<file path="config.mk">
export PLATFORM = sky130hd
export DESIGN_NAME = pipe_out_serializer
export DESIGN_NICKNAME = d
export VERILOG_FILES = /design/src/rtl/pipe_out_serializer_pkg.sv /design/src/rtl/pipe_out_serializer.sv
export SDC_FILE = /design/constraint.sdc
export NUM_CORES = 1
export LEC_CHECK = 0
export CAP_MARGIN = 10
export CORE_MARGIN = 2
export CORE_UTILIZATION = 46
export CTS_BUF_LIST = sky130_fd_sc_hd__clkbuf_8
export CTS_CLUSTER_DIAMETER = 40
export DETAILED_ROUTE_END_ITERATION = 16
export MAX_ROUTING_LAYER = met4
export PLACE_DENSITY = 0.77
export SETUP_SLACK_MARGIN = 0.3
export SLEW_MARGIN = 20
export SYNTH_ARGS = -nofsm -noshare
export SYNTH_HDL_FRONTEND = slang
export SYNTH_SLANG_ARGS = --single-unit
export TNS_END_PERCENT = 30
</file>
<file path="constraint.sdc">
create_clock -name CLK -period 5.8 [get_ports CLK]
set_input_delay 1.45 -clock CLK [delete_from_list [all_inputs] [get_ports CLK]]
set_output_delay 1.45 -clock CLK [all_outputs]
set_load 0.05 [all_outputs]
</file>
<file path="src/rtl/pipe_out_serializer_pkg.sv">
// Shared definitions for the message-to-beat serializer: FSM states,
// header magic and the header word builder.
package pipe_out_serializer_pkg;

    typedef enum logic [1:0] {
        IDLE = 2'd0,
        HDR  = 2'd1,
        BODY = 2'd2
    } state_e;

    localparam logic [7:0] HDR_MAGIC = 8'hA5;

    function automatic logic [31:0] build_header(input logic [7:0]  seq,
                                                 input logic [15:0] len);
        return {HDR_MAGIC, seq, len};
    endfunction

endpackage

</file>
<file path="src/rtl/pipe_out_serializer.sv">
// Serializes wide messages into a header beat plus payload beats, with a
// one-entry holding register so the next message can start with no bubble.
module pipe_out_serializer
    import pipe_out_serializer_pkg::*;
#(
    parameter int MSG_WIDTH  = 128,
    parameter int BEAT_WIDTH = 32
) (
    input  logic                  CLK,
    input  logic                  RST,
    input  logic                  enq__ENA,
    input  logic [MSG_WIDTH-1:0]  enq_v,
    input  logic [15:0]           enq_length,
    output logic                  enq__RDY,
    output logic                  beat_valid,
    output logic [BEAT_WIDTH-1:0] beat_data,
    output logic                  beat_last,
    input  logic                  beat_ready,
    output logic                  err_len
);

    localparam int          MAX_WORDS = MSG_WIDTH / BEAT_WIDTH;
    localparam logic [15:0] MAX_LEN   = 16'(MAX_WORDS);

    state_e                  state_q, state_d;
    logic                    hold_full_q, hold_full_d;
    logic [MSG_WIDTH-1:0]    hold_v_q, hold_v_d;
    logic [15:0]             hold_len_q, hold_len_d;
    logic [MSG_WIDTH-1:0]    sh_q, sh_d;
    logic [15:0]             rem_q, rem_d;
    logic [7:0]              seq_q, seq_d;
    logic                    err_q, err_d;
    logic                    bv_q, bv_d;
    logic [BEAT_WIDTH-1:0]   bd_q, bd_d;
    logic                    bl_q, bl_d;

    logic                    enq_fire;
    logic                    enq_over;
    logic [15:0]             enq_len_c;
    logic                    hs;
    logic                    start;
    logic                    nxt_ok;
    logic [MSG_WIDTH-1:0]    nxt_v;
    logic [15:0]             nxt_len;

    assign enq__RDY   = ~hold_full_q;
    assign beat_valid = bv_q;
    assign beat_data  = bd_q;
    assign beat_last  = bl_q;
    assign err_len    = err_q;

    always_comb begin
        state_d     = state_q;
        hold_full_d = hold_full_q;
        hold_v_d    = hold_v_q;
        hold_len_d  = hold_len_q;
        sh_d        = sh_q;
        rem_d       = rem_q;
        seq_d       = seq_q;
        err_d       = err_q;
        bv_d        = bv_q;
        bd_d        = bd_q;
        bl_d        = bl_q;

        enq_fire  = enq__ENA & ~hold_full_q;
        enq_over  = enq_length > MAX_LEN;
        enq_len_c = enq_over ? MAX_LEN : enq_length;
        hs        = bv_q & beat_ready;
        start     = (state_q == IDLE) | (hs & bl_q);

        // A held message always wins; a fresh enq bypasses the holding
        // register only when nothing is waiting in it.
        nxt_ok  = hold_full_q | enq_fire;
        nxt_v   = hold_full_q ? hold_v_q   : enq_v;
        nxt_len = hold_full_q ? hold_len_q : enq_len_c;

        if (enq_fire && enq_over)
            err_d = 1'b1;

        if (start) begin
            if (nxt_ok) begin
                state_d     = HDR;
                hold_full_d = 1'b0;
                sh_d        = nxt_v;
                rem_d       = nxt_len;
                seq_d       = seq_q + 8'd1;
                bv_d        = 1'b1;
                bd_d        = BEAT_WIDTH'(build_header(seq_q, nxt_len));
                bl_d        = (nxt_len == 16'd0);
            end else begin
                state_d = IDLE;
                bv_d    = 1'b0;
                bl_d    = 1'b0;
            end
        end else begin
            if (enq_fire) begin
                hold_full_d = 1'b1;
                hold_v_d    = enq_v;
                hold_len_d  = enq_len_c;
            end
            if (hs) begin
                state_d = BODY;
                bd_d    = sh_q[BEAT_WIDTH-1:0];
                sh_d    = sh_q >> BEAT_WIDTH;
                rem_d   = rem_q - 16'd1;
                bl_d    = (rem_q == 16'd1);
            end
        end
    end

    always_ff @(posedge CLK) begin
        if (RST) begin
            state_q     <= IDLE;
            hold_full_q <= 1'b0;
            hold_v_q    <= '0;
            hold_len_q  <= '0;
            sh_q        <= '0;
            rem_q       <= '0;
            seq_q       <= '0;
            err_q       <= 1'b0;
            bv_q        <= 1'b0;
            bd_q        <= '0;
            bl_q        <= 1'b0;
        end else begin
            state_q     <= state_d;
            hold_full_q <= hold_full_d;
            hold_v_q    <= hold_v_d;
            hold_len_q  <= hold_len_d;
            sh_q        <= sh_d;
            rem_q       <= rem_d;
            seq_q       <= seq_d;
            err_q       <= err_d;
            bv_q        <= bv_d;
            bd_q        <= bd_d;
            bl_q        <= bl_d;
        end
    end

endmodule

</file>
== After elaboration in Yosys (flattened, before gate mapping) ==
Cells that the tools add are included.

* Register bits after elaboration: 334
* Bits of input ports: 148
* Output and inout bits: 36
* Logic and storage cells: 54

* $add $sub $neg: 2
* $lt $le $gt $ge: 1
* Equal/unequal tests: 2
* Muxes and demuxes: 22
* Bitwise gates (word level): 7
* Reductions and logical operators: 9

{| class="wikitable"
|+ Operators by type and width
! operator !! count
|-
| 2-to-1 mux 128 bit || 4
|-
| 2-to-1 mux 32 bit || 3
|-
| 2-to-1 mux 16 bit || 5
|-
| equality test 16 x 1 -> 1 bit, second input constant || 1
|-
| greater-than comparator 16 x 3 -> 1 bit, second input constant || 1
|-
| zero test 16 bit || 1
|-
| subtractor 16 x 1 -> 16 bit, second input constant || 1
|-
| adder 8 x 1 -> 8 bit, second input constant || 1
|-
| 2-to-1 mux 1 bit || 8
|-
| AND reduction 2 bit || 4
|-
| 2-to-1 mux 2 bit || 2
|-
| nonzero test 2 bit || 2
|-
| bitwise AND 1 bit || 3
|-
| zero test 2 bit || 1
|-
| != test 2 x 1 -> 1 bit, second input constant || 1
|-
| NOT 1 bit || 2
|-
| bitwise OR 1 bit || 2
|-
| logical AND 1 bit || 1
|}

== Logic depth before layout (Yosys ltp) ==
Gate-level depths: netlist of the first run.

* Word-level depth: 6
* Depth in mapped cells: 8
* Mapped depth without buffers: 7

== Least setup slack after synthesis of the first run ==
Ideal clock, no wire load.

* Kind: input to register
* Start point: input port beat_ready
* End point: register rem_q[8]
* Setup time: 0.128 ns
* Arrival: 2.664 ns
* Data required time: 5.672 ns
* Path slack: 3.008 ns
* Stages: 5
* Path buffers: 0
* Cell sequence: nand2_1 > or2_2 > or4b_1 > a32oi_1 > nor2_1

* Longest elaborated chain between the ends: 5
* Elaborated cells on any way between the ends: 7
* Classes of those cells: eq/ne: 1; mux: 1; bitwise: 3; reduce/logical: 2

{| class="wikitable"
|+ Ends and longest elaborated chain
! what !! RTL line !! RTL
|-
| start: declaration || pipe_out_serializer.sv:18 || <nowiki>input logic beat_ready,</nowiki>
|-
| bitwise AND 1 bit (*) || pipe_out_serializer.sv:68 || <nowiki>hs = bv_q & beat_ready;</nowiki>
|-
| bitwise AND 1 bit || pipe_out_serializer.sv:69 || <nowiki>start = (state_q == IDLE) | (hs & bl_q);</nowiki>
|-
| bitwise OR 1 bit || pipe_out_serializer.sv:69 ||
|-
| != test 2 x 1 -> 1 bit (no line) or nonzero test 2 bit (tied branches) || - ||
|-
| AND reduction 2 bit (no line) || - ||
|-
| end signal: assignment || pipe_out_serializer.sv:130 || <nowiki>rem_q <= rem_d;</nowiki>
|-
| end: declaration || pipe_out_serializer.sv:30 || <nowiki>logic [15:0] rem_q, rem_d;</nowiki>
|}

Mark *: on every way between the ends. The rest lies on a longest branch, timed or not.
A chain may end at the register's enable or synchronous reset.

== Final worst setup path of the first run ==
* Start point: register hold_full_q
* End point: output port enq__RDY

* Longest elaborated chain between the ends: 1

{| class="wikitable"
|+ Ends and longest elaborated chain
! what !! RTL line !! RTL
|-
| start: declaration || pipe_out_serializer.sv:26 || <nowiki>logic hold_full_q, hold_full_d;</nowiki>
|-
| start signal: assignment || pipe_out_serializer.sv:126 || <nowiki>hold_full_q <= hold_full_d;</nowiki>
|-
| NOT 1 bit || pipe_out_serializer.sv:46 || <nowiki>assign enq__RDY = ~hold_full_q;</nowiki>
|-
| end: declaration || pipe_out_serializer.sv:14 || <nowiki>output logic enq__RDY,</nowiki>
|}

No other way between the ends.

==> reports/summary.md, run 1 <==
* **critical-path cell list** inv_1 > clkdlybuf4s50_1
* **RSZ-0062 raised after global routing** false
* **Non-Filler Instances** 2336
* **Final Max Tran Viols** 0
* **count of yosys warnings during synthesis** 0
* **upper clock frequency limit** 262 MHz
* **Min-Delay Path Class** reg -> reg
* **number of cells traversed by the worst register-to-register path** 5
* **area of the core** 30700 µm²
* **TritonCTS clock tree** yes
* **largest clock skew in the final design** 23.2 ps
* **Inst Count DP** 2233
* **clock tree buffer depth** 3
* **leak pwr** 6.18 nW
* **Remaining DRCs** 0
* **Slew Limit Headroom** 32.4%
* **total number of H-tree levels** 2
* **global-route wire length before repair** 62.7 mm
* **buffers added on ports** 183
* **CP max stage cell** clkdlybuf4s50_1
* **start point of the worst min-delay path** sh_q[28]$_SDFFE_PP0P_
* **final hold vios** 0
* **Post-Route Utilization** 56.9%
* **later-pin clock latency in the skew report** 590 ps
* **post-synth design cell area** 14400 µm²
* **worst reg2reg startpoint** hold_full_q$_SDFFE_PP0P_
* **mean number of vias per cell** 5.54
* **Crit path arrival time** 2370 ps
* **total negative slack** 0 ps
* **wire length per cell after detailed routing** 16.8 µm
* **Setup Viol. Count Final** 0
* **average footprint of a synthesized cell** 8.04 µm²
* **fraction of final layout cells sized beyond drive strength 1** 7.58%
* **number of clock sinks** 334
* **count of unique library cells instantiated by Yosys** 54
* **Remaining Overflow, GRT** 0
* **final estimated routing congestion in global placement** 0.857
* **top area cells in the synthesized netlist** dfxtp_1 (46%), nand2_1 (14%), a21oi_1 (9.9%)
* **top post-synthesis cells by count** nand2_1 (522), dfxtp_1 (334), a21oi_1 (285)
* **peak ir drop on the vdd network** 0.162 mV
* **antenna viol nets, final** 0
* **commonest register cell after synthesis** dfxtp_1
* **max cap viols** 0
* **number of post-CTS setup repair buffers** 0
* **starting utilization of the core area** 47.0%
* **most frequently used cell type in the post-synthesis netlist** nand2_1
* **initial drt markers** 1132
* **type of the setup path with the least slack** reg -> out
* **destination of the worst hold path** beat_data[28]$_SDFFE_PP0P_
* **net total in the final layout** 2047
* **async set or reset register ratio after synthesis** 0%
* **number of clock buffers inserted by TritonCTS** 56
* **FF+latch count, synth** 334
* **area share of the leading cell type in the synthesized netlist** 46.4%
* **clock transition at the registers of the reported paths** 70 ps
* **total power divided by cell area** 335 nW/µm²
* **die span in x** 181 µm
* **number of flops mapped to enable cells by yosys** 0
* **sequential share of the synthesized area** 46.4%
* **cell count after synthesis** 1792
* **syn_nets** 1943
* **top-level I/O count** 184
* **number of detailed-route iterations in the first pass** 5
* **number of instances resized during post-cts repair** 0
* **fin crit share** 65.8%
* **worst stage delay on the critical path** 770 ps
* **shortest period the worst path allows** 3820 ps
* **Crit. End Element** output port
* **slew at the pin closest to its max-slew limit** 1010 ps
* **vias in the first global route** 12000
* **cell family with the largest share of critical-path delay** buffers and inverters
* **startpoint type of the worst setup path** flop
* **largest fanout on the critical path** 38
* **Die Area** 32700 µm²
* **vertical die dimension** 181 µm
* **buffering stage count on the worst path with inverters included** 2
* **number of diodes added for antenna fixing** 0
* **Reg2Reg Setup Slack** 3010 ps
* **synthesis-to-layout area growth** 21.3%
* **Via Count** 12900
* **root cell of the clock tree** clkbuf_8
* **number of cell rows** 64
* **overall fraction of global-route tracks in use** 23.9%
* **largest net degree at the start of global routing** 192
* **number of instances on the worst hold path** 2
* **sum of net half-perimeters after detailed placement** 25.7 mm
* **terminus of the critical flop-to-flop path** sh_q[53]$_SDFFE_PP0P_
* **number of antenna violations at the first check in global routing** 0
* **aggregate routed wire length** 39.2 mm
* **CTS hold repair buffers** 0
* **largest area contributor in the netlist** dfxtp_1
* **status** finished, final reports clean
* **Critical Path RT** 4350 ps
through the flow:
| step | setup WS [ps] | power [mW] | hold slack [ps] | instance area, µm² |
|---|---|---|---|---|
| global route | 1880 | 6.12 | 472 | 17500 |
| global placement | 1700 | 3.74 | 438 | 16300 |
| finish | 1980 | 5.84 | 450 | 17500 |
| floorplan | 3010 | 3.40 | 431 | 14400 |
| detailed placement | 1640 | 3.77 | 443 | 16300 |
| CTS | 1940 | 5.87 | 452 | 17400 |
worst min-delay path: stages, from the launching register on:
cell     delay [ps]
dfxtp_1         310
nand2_1          50
a21oi_1          50
layout by cell type (no fill, tap or decap), types with 3 or more instances in the layout:
master	instances
mux2i_1	96
buf_4	15
o211ai_1	97
o21ai_0	12
or3_1	3
clkdlybuf4s50_1	182
clkinv_2	6
a221oi_1	11
xor2_1	4
xnor2_1	5
nand3_1	44
dfxtp_1	333
nor2_1	57
ha_1	3
a31oi_1	4
clkinvlp_4	3
inv_1	27
nor4_1	8
nor3_1	30
mux2_2	32
nand2_1	521
a21oi_1	285
and2_1	19
a22oi_1	3
clkbuf_8	70
a311oi_1	8
nand4_1	8
a211oi_1	9
worst max path at each step:
stage	slack, ps	depth (start not counted)	startpoint	endpoint
after floorplan	3010	5	beat_ready	rem_q[8]$_SDFFE_PP0P_
after global placement	1700	7	beat_ready	rem_q[9]$_SDFFE_PP0P_
after detailed placement	1640	7	beat_ready	rem_q[9]$_SDFFE_PP0P_
after CTS	1940	2	hold_full_q$_SDFFE_PP0P_	enq__RDY
after global routing	1880	2	hold_full_q$_SDFFE_PP0P_	enq__RDY
final	1980	2	hold_full_q$_SDFFE_PP0P_	enq__RDY
power by group:
group | internal, mW | switching [mW]
logic | 0.429 | 0.688
clock network | 1.17 | 0.931
registers | 2.49 | 0.132
registers in the layout, indices dropped and copies added (netlist names):
register and count:
err_len 1, rem_q 16, hold_v_q 128, hold_full_q 1, state_q 2, sh_q 128
beat_data 32, hold_len_q 16, seq_q 8, beat_last 1, beat_valid 1
cell families after synthesis:
| logic type | count (synthesis) | share of synthesized area [%] |
|---|---|---|
| mux | 128 | 9.18 |
| compound gates | 446 | 18.4 |
| flops | 334 | 46.4 |
| simple gates | 711 | 20.5 |
| buf+inv | 161 | 4.68 |
| xor+xnor | 9 | 0.547 |
| fa+ha+maj | 3 | 0.261 |
routing by layer:
layer	vias up	track usage, %	part of all wire [%]
li1	6395	-	-
met4	0	8.32	3.1
met1	6039	31.1	44
met5	-	-	0
met3	83	4.43	6.7
met2	425	37.4	47
final cells by class:
type	instances	area, µm²
well taps	396	495
fillers	2783	13200
inverters	6	22.5
clock buffers	70	963
multi-input cells	1297	7080
repair buffers	201	2020
flip-flops and latches	334	6690
clock inverters	32	191
Note: power is estimated with default switching activity, not from simulation.
==> run 2: changes to the inputs <==
PLACE_DENSITY = 0.8   (was 0.77)
clock period = 3.5 ns   (was 5.8 ns; I/O delays follow)
==> reports/summary.md, run 2 (synthesis results as in run 1) <==
* **Final Max Tran Viols** 0, unchanged
* **Critical Path RT** 2620 ps, -1730 ps
* **Reg2Reg Setup Slack** 1140 ps, -1870 ps
* **Crit. End Element** output port
* **largest clock skew in the final design** 35.9 ps, +12.7 ps
* **Total Power** 9.83 mW, +68%
* **number of instances resized during post-cts repair** 0, unchanged
* **aggregate routed wire length** 40.2 mm, +2.5%
* **routing usage on met2** 37.3%, -0.091 points
* **net total in the final layout** 2055, +0.39%
* **number of antenna violations at the first check in global routing** 3, +3
* **buffers added on ports** 183, unchanged
* **most common cell after layout, fill and taps aside** nand2_1
* **fin crit share** 79.8%
* **startpoint type of the worst setup path** flop
* **Crit path arrival time** 1920 ps, -450 ps
* **vias in the first global route** 12200, +1.4%
* **final hold vios** 0, unchanged
* **Slew Limit Headroom** 24.5%, -7.9 points
* **type of the setup path with the least slack** reg -> out
* **RSZ-0062 raised after global routing** false
* **largest fanout on the critical path** 5, -87%
* **worst reg2reg startpoint** state_q[1]$_SDFFE_PP0P_
* **number of clock buffers inserted by TritonCTS** 55, -1.8%
* **global-route wire length before repair** 64.0 mm, +2.1%
* **Setup Viol. Count Final** 0, unchanged
* **total number of H-tree levels** 2, unchanged
* **total negative slack** 0 ps, unchanged
* **GR Util met1** 33.0%, +1.9 points
* **total power divided by cell area** 555 nW/µm², +66%
* **met3 track demand over resource** 4.25%, -0.18 points
* **number of instances on the worst hold path** 2, unchanged
* **wire length per cell after detailed routing** 17.2 µm, +2.2%
* **clock tree buffer depth** 3, unchanged
* **Remaining DRCs** 0, unchanged
* **number of cell rows** 64, unchanged
* **global-route layer with the greatest usage** met2
* **number of detailed-route iterations in the first pass** 6, +1
* **destination of the worst hold path** hold_v_q[121]$_SDFFE_PP0P_
* **largest net degree at the start of global routing** 136, -29%
* **synthesis-to-layout area growth** 22.9%
* **area of the core** 30700 µm², unchanged
* **Min-Delay Path Class** reg -> reg
* **Remaining Overflow, GRT** 0, unchanged
* **peak ir drop on the vdd network** 0.364 mV, +120%
* **initial drt markers** 1360, +20%
* **antenna viol nets, final** 0, unchanged
* **final estimated routing congestion in global placement** 0.861, +0.51%
* **root cell of the clock tree** clkbuf_8
* **number of clock sinks** 334, unchanged
* **number of cells traversed by the worst register-to-register path** 4, -1
* **Via Count** 13200, +1.6%
* **CTS hold repair buffers** 0, unchanged
* **upper clock frequency limit** 358 MHz
* **sum of net half-perimeters after detailed placement** 26.0 mm, +0.85%
* **commonest non-fill, non-tap cells in the layout** nand2_1 (521), dfxtp_1 (333), a21oi_1 (285)
* **number of post-CTS setup repair buffers** 0, unchanged
* **vertical die dimension** 181 µm, unchanged
* **clock transition at the registers of the reported paths** 60 ps, about the same
* **top-level I/O count** 184, unchanged
* **fraction of final layout cells sized beyond drive strength 1** 7.88%, +0.30 points
* **leak pwr** 6.26 nW, +1.4%
* **shortest period the worst path allows** 2790 ps
* **starting utilization of the core area** 47.0%, unchanged
* **start point of the worst min-delay path** hold_v_q[121]$_SDFFE_PP0P_
* **TritonCTS clock tree** yes
* **slew at the pin closest to its max-slew limit** 1130 ps, +118 ps
* **status** finished, final reports clean
* **terminus of the critical flop-to-flop path** beat_data[13]$_SDFFE_PP0P_
* **overall fraction of global-route tracks in use** 24.3%, +0.43 points
* **mean number of vias per cell** 5.62, +1.4%
* **Post-Route Utilization** 57.7%, +0.78 points
* **Die Area** 32700 µm², unchanged
* **later-pin clock latency in the skew report** 610 ps, +20 ps
* **max cap viols** 0, unchanged
* **die span in x** 181 µm, unchanged
## run 2: cell types whose count changed in the layout (fill, tap and decap cells not counted)
cell / change
buf_4: -4
inv_1: -5
buf_12: +14
diode_2: +3
buf_16: -1
a21o_2: -1
inv_6: +1
clkinv_4: +1
clkinv_8: +1
clkinvlp_4: -2
a21o_1: +1
clkbuf_8: +3
clkinv_2: -6
## run 2: per-stage QoR
stage,setup slack [ps],hold WS [ps],instance area [µm²],std cells
after floorplan,1280,431,14400,1792
after global placement,582,438,16500,2243
after detailed placement,508,446,16500,2243
after CTS,676,454,17700,2338
after global routing,661,471,17700,2341
final,708,454,17700,2341
## run 2: layer usage
metal  vias up  wire length (µm)  part of all wire, %
li1       6417                 -                    -
met1      6190             17900                   44
met2       483             18700                   47
met3        60              2780                  6.9
met4         0               803                  2.0
met5         -                 0                    0
## run 2: report_power, final
group | switching, mW | internal, mW
sequential | 0.212 | 4.12
clock | 1.56 | 2.00
combinational | 1.17 | 0.766
## run 2: cell type report
cell class                 count  area (µm²)
multi-input combinational   1297        7080
sequential                   334        6690
fill                        2705       13000
antenna                        3        7.51
clock inverter                22         161
inverter                       6        22.5
tap                          396         495
timing repair buffer         210        2240
clock buffer                  73        1000
## run 2: how the worst max path moves through the flow
stage	end	slack [ps]	start
floorplan	rem_q[8]$_SDFFE_PP0P_	1280	beat_ready
global placement	rem_q[1]$_SDFFE_PP0P_	580	beat_ready
detailed placement	beat_data[19]$_SDFFE_PP0P_	510	beat_ready
CTS	enq__RDY	680	hold_full_q$_SDFFE_PP0P_
global route	enq__RDY	660	hold_full_q$_SDFFE_PP0P_
finish	enq__RDY	710	hold_full_q$_SDFFE_PP0P_
## run 2: critical path, stage by stage, from the launching register on
cell and delay [ps]:
dfxtp_4 350, inv_1 150, clkdlybuf4s50_1 830
==> run 3: changes to the inputs <==
PLACE_DENSITY = 0.77   (was 0.8)
clock period = 2.8 ns   (was 3.5 ns; I/O delays follow)
==> reports/summary.md, run 3 (synthesis results as in run 1) <==
* **sum of net half-perimeters after detailed placement** 27.6 mm, +6.1%
* **Die Area** 32700 µm², unchanged
* **shortest period the worst path allows** 2510 ps
* **Setup Viol. Count Final** 0, unchanged
* **die span in x** 181 µm, unchanged
* **largest clock skew in the final design** 33.9 ps, -2.05 ps
* **RSZ-0062 raised after global routing** true
* **Crit. End Element** output port
* **final estimated routing congestion in global placement** 0.904, +5.0%
* **root cell of the clock tree** clkbuf_8
* **global-route wire length before repair** 64.7 mm, +1.1%
* **upper clock frequency limit** 398 MHz
* **pre-CTS worst setup slack** -4.76 ps, -512 ps
* **Final Max Tran Viols** 0, unchanged
* **most common cell after layout, fill and taps aside** nand2_1
* **Remaining DRCs** 0, unchanged
* **clock tree buffer depth** 3, unchanged
* **Total Power** 11.9 mW, +21%
* **cell family with the largest share of critical-path delay** buffers and inverters
* **status** finished, final reports clean
* **number of clock buffers inserted by TritonCTS** 55, unchanged
* **Slew Limit Headroom** 51.8%, +27 points
* **number of cell rows** 64, unchanged
* **vertical die dimension** 181 µm, unchanged
* **TritonCTS clock tree** yes
* **type of the setup path with the least slack** reg -> out
* **final hold vios** 0, unchanged
* **number of detailed-route iterations in the first pass** 7, +1
* **final hold slack** 451 ps, -2.35 ps
* **sequential share of power** 45.4%, +1.3 points
* **leak pwr** 6.46 nW, +3.1%
* **mean number of vias per cell** 5.55, -1.3%
* **Remaining Overflow, GRT** 0, unchanged
* **number of instances on the worst hold path** 2, unchanged
* **peak ir drop on the vdd network** 0.412 mV, +13%
* **max cap viols** 0, unchanged
* **worst stage delay on the critical path** 830 ps, about the same
* **wire length per cell after detailed routing** 17.0 µm, -0.77%
* **starting utilization of the core area** 47.0%, unchanged
* **share of power burned in the clock network** 33.2%, -3.0 points
* **fin crit share** 89.7%
* **initial drt markers** 1107, -19%
* **fraction of final layout cells sized beyond drive strength 1** 8.64%, +0.76 points
* **commonest non-fill, non-tap cells in the layout** nand2_1 (521), dfxtp_1 (333), a21oi_1 (285)
* **critical-path cell list** clkdlybuf4s50_1
* **overall fraction of global-route tracks in use** 24.7%, +0.36 points
* **later-pin clock latency in the skew report** 590 ps, -20 ps
* **startpoint type of the worst setup path** flop
* **number of antenna violations at the first check in global routing** 1, -2
* **largest net degree at the start of global routing** 102, -25%
* **Crit path depth** 1, -1
* **Net Switching** 3.62 mW, +23%
* **cell-internal power** 8.30 mW, +20%
* **final critical-path setup slack** 288 ps, -421 ps
* **top-level I/O count** 184, unchanged
* **logic gate share of total power** 21.3%, +1.6 points
* **total number of H-tree levels** 2, unchanged
* **number of clock sinks** 334, unchanged
* **Fillers** 2746, +1.5%
* **buffers added on ports** 183, unchanged
* **synthesis-to-layout area growth** 24.4%
* **number of post-CTS setup repair buffers** 0, unchanged
* **largest fanout on the critical path** 2, -3
* **Via Count** 13100, -0.26%
* **clock transition at the registers of the reported paths** 60 ps, about the same
* **Critical Path RT** 2100 ps, -520 ps
* **aggregate routed wire length** 40.2 mm, +0.25%
* **antenna viol nets, final** 0, unchanged
* **vias in the first global route** 12500, +2.8%
* **Min-Delay Path Class** reg -> reg
* **number of cells traversed by the worst register-to-register path** 7, +3
* **slew at the pin closest to its max-slew limit** 722 ps, -410 ps
* **CTS hold repair buffers** 0, unchanged
* **net total in the final layout** 2082, +1.3%
* **total power divided by cell area** 666 nW/µm², +20%
* **CP max stage cell** clkdlybuf4s50_1
* **switch share** 30.4%, +0.51 points
* **area of the core** 30700 µm², unchanged
* **Reg2Reg Setup Slack** 590 ps, -550 ps
* **Crit path arrival time** 1810 ps, -110 ps
* **buffering stage count on the worst path with inverters included** 1, -1
[run 3: final timing paths]
kind	end	start
max reg2reg	rem_q[14]$_SDFFE_PP0P_	rem_q[0]$_SDFFE_PP0P_
min reg2reg	hold_v_q[111]$_SDFFE_PP0P_	hold_v_q[111]$_SDFFE_PP0P_
min	hold_v_q[111]$_SDFFE_PP0P_	hold_v_q[111]$_SDFFE_PP0P_
max	beat_data[0]	beat_data[0]$_SDFFE_PP0P_
[run 3: what timing repair did]
action	CTS	global route
endpoints found under the setup margin	8	13
gates resized for setup	2	3
cloned	0	0
[run 3: power by group through the flow]
stage	registers (mW)	clock network [mW]	logic (mW)
floorplan	5.60	0	1.43
global placement	5.50	0	2.50
detailed placement	5.51	0	2.54
CTS	5.41	4.06	2.54
global route	5.46	4.29	2.76
finish	5.42	3.96	2.54
[run 3: stage by stage]
stage	utilization [%]	instance area (µm²)	setup TNS, ps	std cells
after floorplan	-	14400	0	1792
after global placement	55.1	16900	0	2270
after detailed placement	55.1	16900	-4.76	2270
after CTS	58.4	17900	0	2364
after global routing	58.4	17900	0	2365
final	58.4	17900	0	2365
[run 3: layout make-up]
cell class	count	area, µm²	share of cell area (%)
Multi-Input combinational cell	1297	7080	39.5
Sequential cell	334	6690	37.3
Timing Repair Buffer	237	2610	14.6
Clock buffer	62	853	4.76
Tap cell	396	495	2.77
Clock inverter	32	161	0.901
Inverter	6	22.5	0.126
Antenna cell	1	2.50	0.0140
[run 3: per-layer routing]
metal	GRT usage, %	up-vias	wire length (µm)
met3	3.53	61	2410
li1	-	6464	-
met5	-	-	0
met4	7.30	0	1020
met1	32.7	6161	17900
met2	39.3	430	18900
==> patch 1 (settings of run 3) <==
Encoding of `state_e`: now one-hot (3 bits for 3 states).
--- a/src/rtl/pipe_out_serializer_pkg.sv
+++ b/src/rtl/pipe_out_serializer_pkg.sv
@@ -2,10 +2,10 @@
 // header magic and the header word builder.
 package pipe_out_serializer_pkg;
 
-    typedef enum logic [1:0] {
-        IDLE = 2'd0,
-        HDR  = 2'd1,
-        BODY = 2'd2
+    typedef enum logic [2:0] {
+        IDLE = 3'b001,
+        HDR  = 3'b010,
+        BODY = 3'b100
     } state_e;
 
     localparam logic [7:0] HDR_MAGIC = 8'hA5;
Behaviour: same outputs for any inputs over 4 cycles, from zero or initial values and one cycle with RST high; so few cycles prove little.
==> patch 1 against run 3 <==
Core utilization down 0.45 points; via count down 0.27%; final area shrank 0.50%; worst setup slack improved by 0.017 ns; register-to-register slack improved by 0.02 ns; sequential cell count is 1 higher; synthesized area about the same; largest cell class unchanged; clock skew up 0.0012 ns; routed wire length grew 2.9%.
Power is not compared: it rests on default switching activity, and its combinational part moved more than twofold at a synthesized area within 25%.
==> patch 1: results (changes against run 3) <==
GLOBAL ROUTE
--------------------------------------------------------------------------------
All-layer global routing usage                                             25.2%   +0.53 points
Maximum number of pins on one net before global-route repair                 168   +65%
Global-route met2 utilization                                              39.9%   +0.58 points
Met1 track demand over resource in global routing                          33.1%   +0.38 points
Number of antenna violations at the first check in global routing              0   -1
Met3 Use GR                                                                3.10%   -0.42 points
First-pass GRT wire length                                             65,100 µm   +0.57%

SYNTHESIS
--------------------------------------------------------------------------------
Cell types with the largest area share after synthesis              sky130_fd_sc_hd__dfxtp_1 (47%), sky130_fd_sc_hd__nand2_1 (13%), sky130_fd_sc_hd__a21oi_1 (8.4%), sky130_fd_sc_hd__mux2i_1 (6.7%), sky130_fd_sc_hd__o211ai_1 (5.2%)
Most numerous cell types in the synthesized netlist                 sky130_fd_sc_hd__nand2_1 (482), sky130_fd_sc_hd__dfxtp_1 (335), sky130_fd_sc_hd__a21oi_1 (242)
Syn Nets                                                                   1,899   -2.3%
Post-synth cell types                                                         55   +1.9%
Post-synthesis sequential area ratio                                       46.6%   +0.13 points

FINISH
--------------------------------------------------------------------------------
Multi-input gate area in the final layout                               7070 µm²   -0.23%
Count of buffers not belonging to the clock network in the layout            230   -3.0%
Fraction of final layout cells with drive strength greater than 1          9.17%   +0.53 points
Number of nets in the finished design                                      2,038   -2.1%
Clock-cell share                                                           6.03%   +0.37 points
Register area                                                           6710 µm²   +0.30%
Number of antenna repair diodes                                                0   -1
Buffer share of cell area                                                  13.8%   -0.73 points

MIN PATH
--------------------------------------------------------------------------------
Hold-critical path endpoint                                         state_q[2]$_SDFFE_PP0P_
Tightest Hold Check Type                                            input pin to flop

CTS
--------------------------------------------------------------------------------
Postcts setup bufs                                                             1   +1
Number of buffers created by CTS                                              56   +1.8%

WORST SETUP PATH
--------------------------------------------------------------------------------
Terminus of the critical flop-to-flop path                          sh_q[48]$_SDFFE_PP0P_
Start point of the critical path                                    beat_data[30]$_SDFFE_PP0P_
Worst R2R Path Depth                                                           6   -1

ROUTE
--------------------------------------------------------------------------------
1st-pass router iterations                                                     6   -1
Routed length on met3                                                    2270 µm   -5.7%
Via count                                                                 13,080   -0.27%
DRT iter0 DRCs                                                             1,073   -3.1%
Met2 wirelength from detailed routing                                  19,600 µm   +3.9%

PLACED DESIGN
--------------------------------------------------------------------------------
Detailed Place HPWL                                                    28,000 µm   +1.7%
Placement Setup Slack                                                 -0.0106 ns   -0.00584 ns
Global placer's final weighted congestion                                  0.908   +0.42%
Number of cells after detailed placement                                   2,224   -2.0%

STATUS
--------------------------------------------------------------------------------
Outcome                                                             complete, no violations

STA
--------------------------------------------------------------------------------
Remaining max-slew budget at the tightest pin                              39.4%   -12 points
Worst setup margin                                                      0.305 ns   +0.0170 ns

-- patch 1: cell types whose count changed after synthesis, moves of 7 or more --
cell,change
sky130_fd_sc_hd__and2_1,-17
sky130_fd_sc_hd__buf_4,+9
sky130_fd_sc_hd__buf_1,-10
sky130_fd_sc_hd__a22oi_1,+37
sky130_fd_sc_hd__o21ai_0,+8
sky130_fd_sc_hd__nand2_1,-40
sky130_fd_sc_hd__and3_1,+15
sky130_fd_sc_hd__nor3_1,-7
sky130_fd_sc_hd__a21oi_1,-43
sky130_fd_sc_hd__nand3_1,-38
sky130_fd_sc_hd__nor2_1,+34
-- patch 1: cells by family after synthesis --
kind of cell	after synthesis	synth area share, %
buffers and inverters	153	4.69
xor gates and xnor gates	9	0.547
and+or+nand+nor	658	18.8
adders and majority gates	3	0.261
DFF	335	46.6
AOI/OAI and AO/OA	461	19.9
muxes	129	9.24
==> patch 2 (flow settings as in run 3) <==
Without the edit above. `MSG_WIDTH`: 128 -> 120.
--- a/src/rtl/pipe_out_serializer.sv
+++ b/src/rtl/pipe_out_serializer.sv
@@ -3,7 +3,7 @@
 module pipe_out_serializer
     import pipe_out_serializer_pkg::*;
 #(
-    parameter int MSG_WIDTH  = 128,
+    parameter int MSG_WIDTH  = 120,
     parameter int BEAT_WIDTH = 32
 ) (
     input  logic                  CLK,
Interface: changed (resized enq_v); port bits go from 184 to 176. The function was not compared with the original's and may differ.
==> patch 2 against run 3 <==
Routed wire length up 2.3%; synthesized area fell by 3.0%; final area decreased by 2.3%; largest cell class unchanged; sequential cell count decreased by 16; synthesized cell count shrank 4.2%; critical path type unchanged; critical endpoint is now beat_data[26]; worst setup slack got worse by 0.0013 ns.
Power is not compared: it rests on default switching activity, and its combinational part moved more than twofold at a synthesized area within 25%.
==> patch 2: results (changes against run 3) <==
FINISH
------------------------------------------------------------------------------------------
Final standard cell utilization of the core                                          58.8%   +0.34 points
Multi-input gate area in the final layout                                         6930 µm²   -2.2%
Number of nets in the finished design                                                1,989   -4.5%
Seq Cell Count                                                                         318   -4.8%
Buffer share of cell area                                                            14.2%   -0.38 points
Count of buffers not belonging to the clock network in the layout                      229   -3.4%
Multi-input logic cell count                                                         1,230   -5.2%
Fraction of final layout cells with drive strength greater than 1                    9.59%   +0.95 points
Clock Buffer Count                                                                      65   +4.8%

ROUTE
------------------------------------------------------------------------------------------
Routed length on met3                                                              2990 µm   +24%
DRT iter0 DRCs                                                                       1,122   +1.4%
Met2 wirelength from detailed routing                                            19,100 µm   +1.1%
Detailed-routing wirelength on met1                                              17,900 µm   about the same
1st-pass router iterations                                                               6   -1

SYNTHESIS
------------------------------------------------------------------------------------------
Share of synthesized cell area in full adder, half adder and majority cells         0.269%   +0.0082 points
Share of the synthesized area in the top cell type                                   45.6%   -0.83 points
Mux cell area share after synthesis                                                  9.04%   -0.13 points
Most numerous cell types in the synthesized netlist                           sky130_fd_sc_hd__nand2_1 (392), sky130_fd_sc_hd__dfxtp_1 (318), sky130_fd_sc_hd__a21oi_1 (259)
Post-Syn Instances                                                                   1,717   -4.2%
Cell types with the largest area share after synthesis                        sky130_fd_sc_hd__dfxtp_1 (46%), sky130_fd_sc_hd__nand2_1 (11%), sky130_fd_sc_hd__a21oi_1 (9.3%), sky130_fd_sc_hd__mux2i_1 (6.4%), sky130_fd_sc_hd__o211ai_1 (4.9%)

GLOBAL ROUTE
------------------------------------------------------------------------------------------
Met1 track demand over resource in global routing                                    35.5%   +2.8 points
First-pass GRT wire length                                                       65,700 µm   +1.6%
Number of global-route vias before repair                                           12,351   -1.4%
Global-route met2 utilization                                                        41.5%   +2.2 points

PLACED DESIGN
------------------------------------------------------------------------------------------
Number of cells after detailed placement                                             2,178   -4.1%
Placement Setup Slack                                                            0.0521 ns   +0.0568 ns
Global placer's final weighted congestion                                            0.890   -1.5%

STA
------------------------------------------------------------------------------------------
Transition time at the pin with the least slew margin                             0.619 ns   -0.103 ns
Final-layout worst hold slack                                                     0.451 ns   -0.000566 ns
Skew final                                                                       0.0138 ns   -0.0201 ns

STATUS
------------------------------------------------------------------------------------------
Outcome                                                                       complete, no violations

WORST SETUP PATH
------------------------------------------------------------------------------------------
Slowest stage delay, CP                                                            0.88 ns   +0.05 ns

MIN PATH
------------------------------------------------------------------------------------------
Hold Startpoint                                                               hold_v_q[94]$_SDFFE_PP0P_

-- patch 2: worst max-delay path by stage --
stage | startpoint | to | slack, ns | depth (start not counted)
4_1_cts | beat_data[26]$_SDFFE_PP0P_ | beat_data[26] | 0.26 | 1
3_3_place_gp | beat_ready | sh_q[66]$_SDFFE_PP0P_ | 0.12 | 6
3_5_place_dp | beat_ready | sh_q[64]$_SDFFE_PP0P_ | 0.05 | 6
6_report | beat_data[26]$_SDFFE_PP0P_ | beat_data[26] | 0.29 | 1
5_1_grt | beat_data[26]$_SDFFE_PP0P_ | beat_data[26] | 0.25 | 1
2_1_floorplan | beat_valid$_SDFFE_PP0N_ | seq_q[7]$_SDFFE_PP0P_ | 0.76 | 5
-- patch 2: what timing repair did --
| item | CTS | global route |
|---|---|---|
| endpoints found under the hold margin | 0 | 0 |
| resized for setup | 3 | 4 |
| setup endpoints to repair | 12 | 15 |
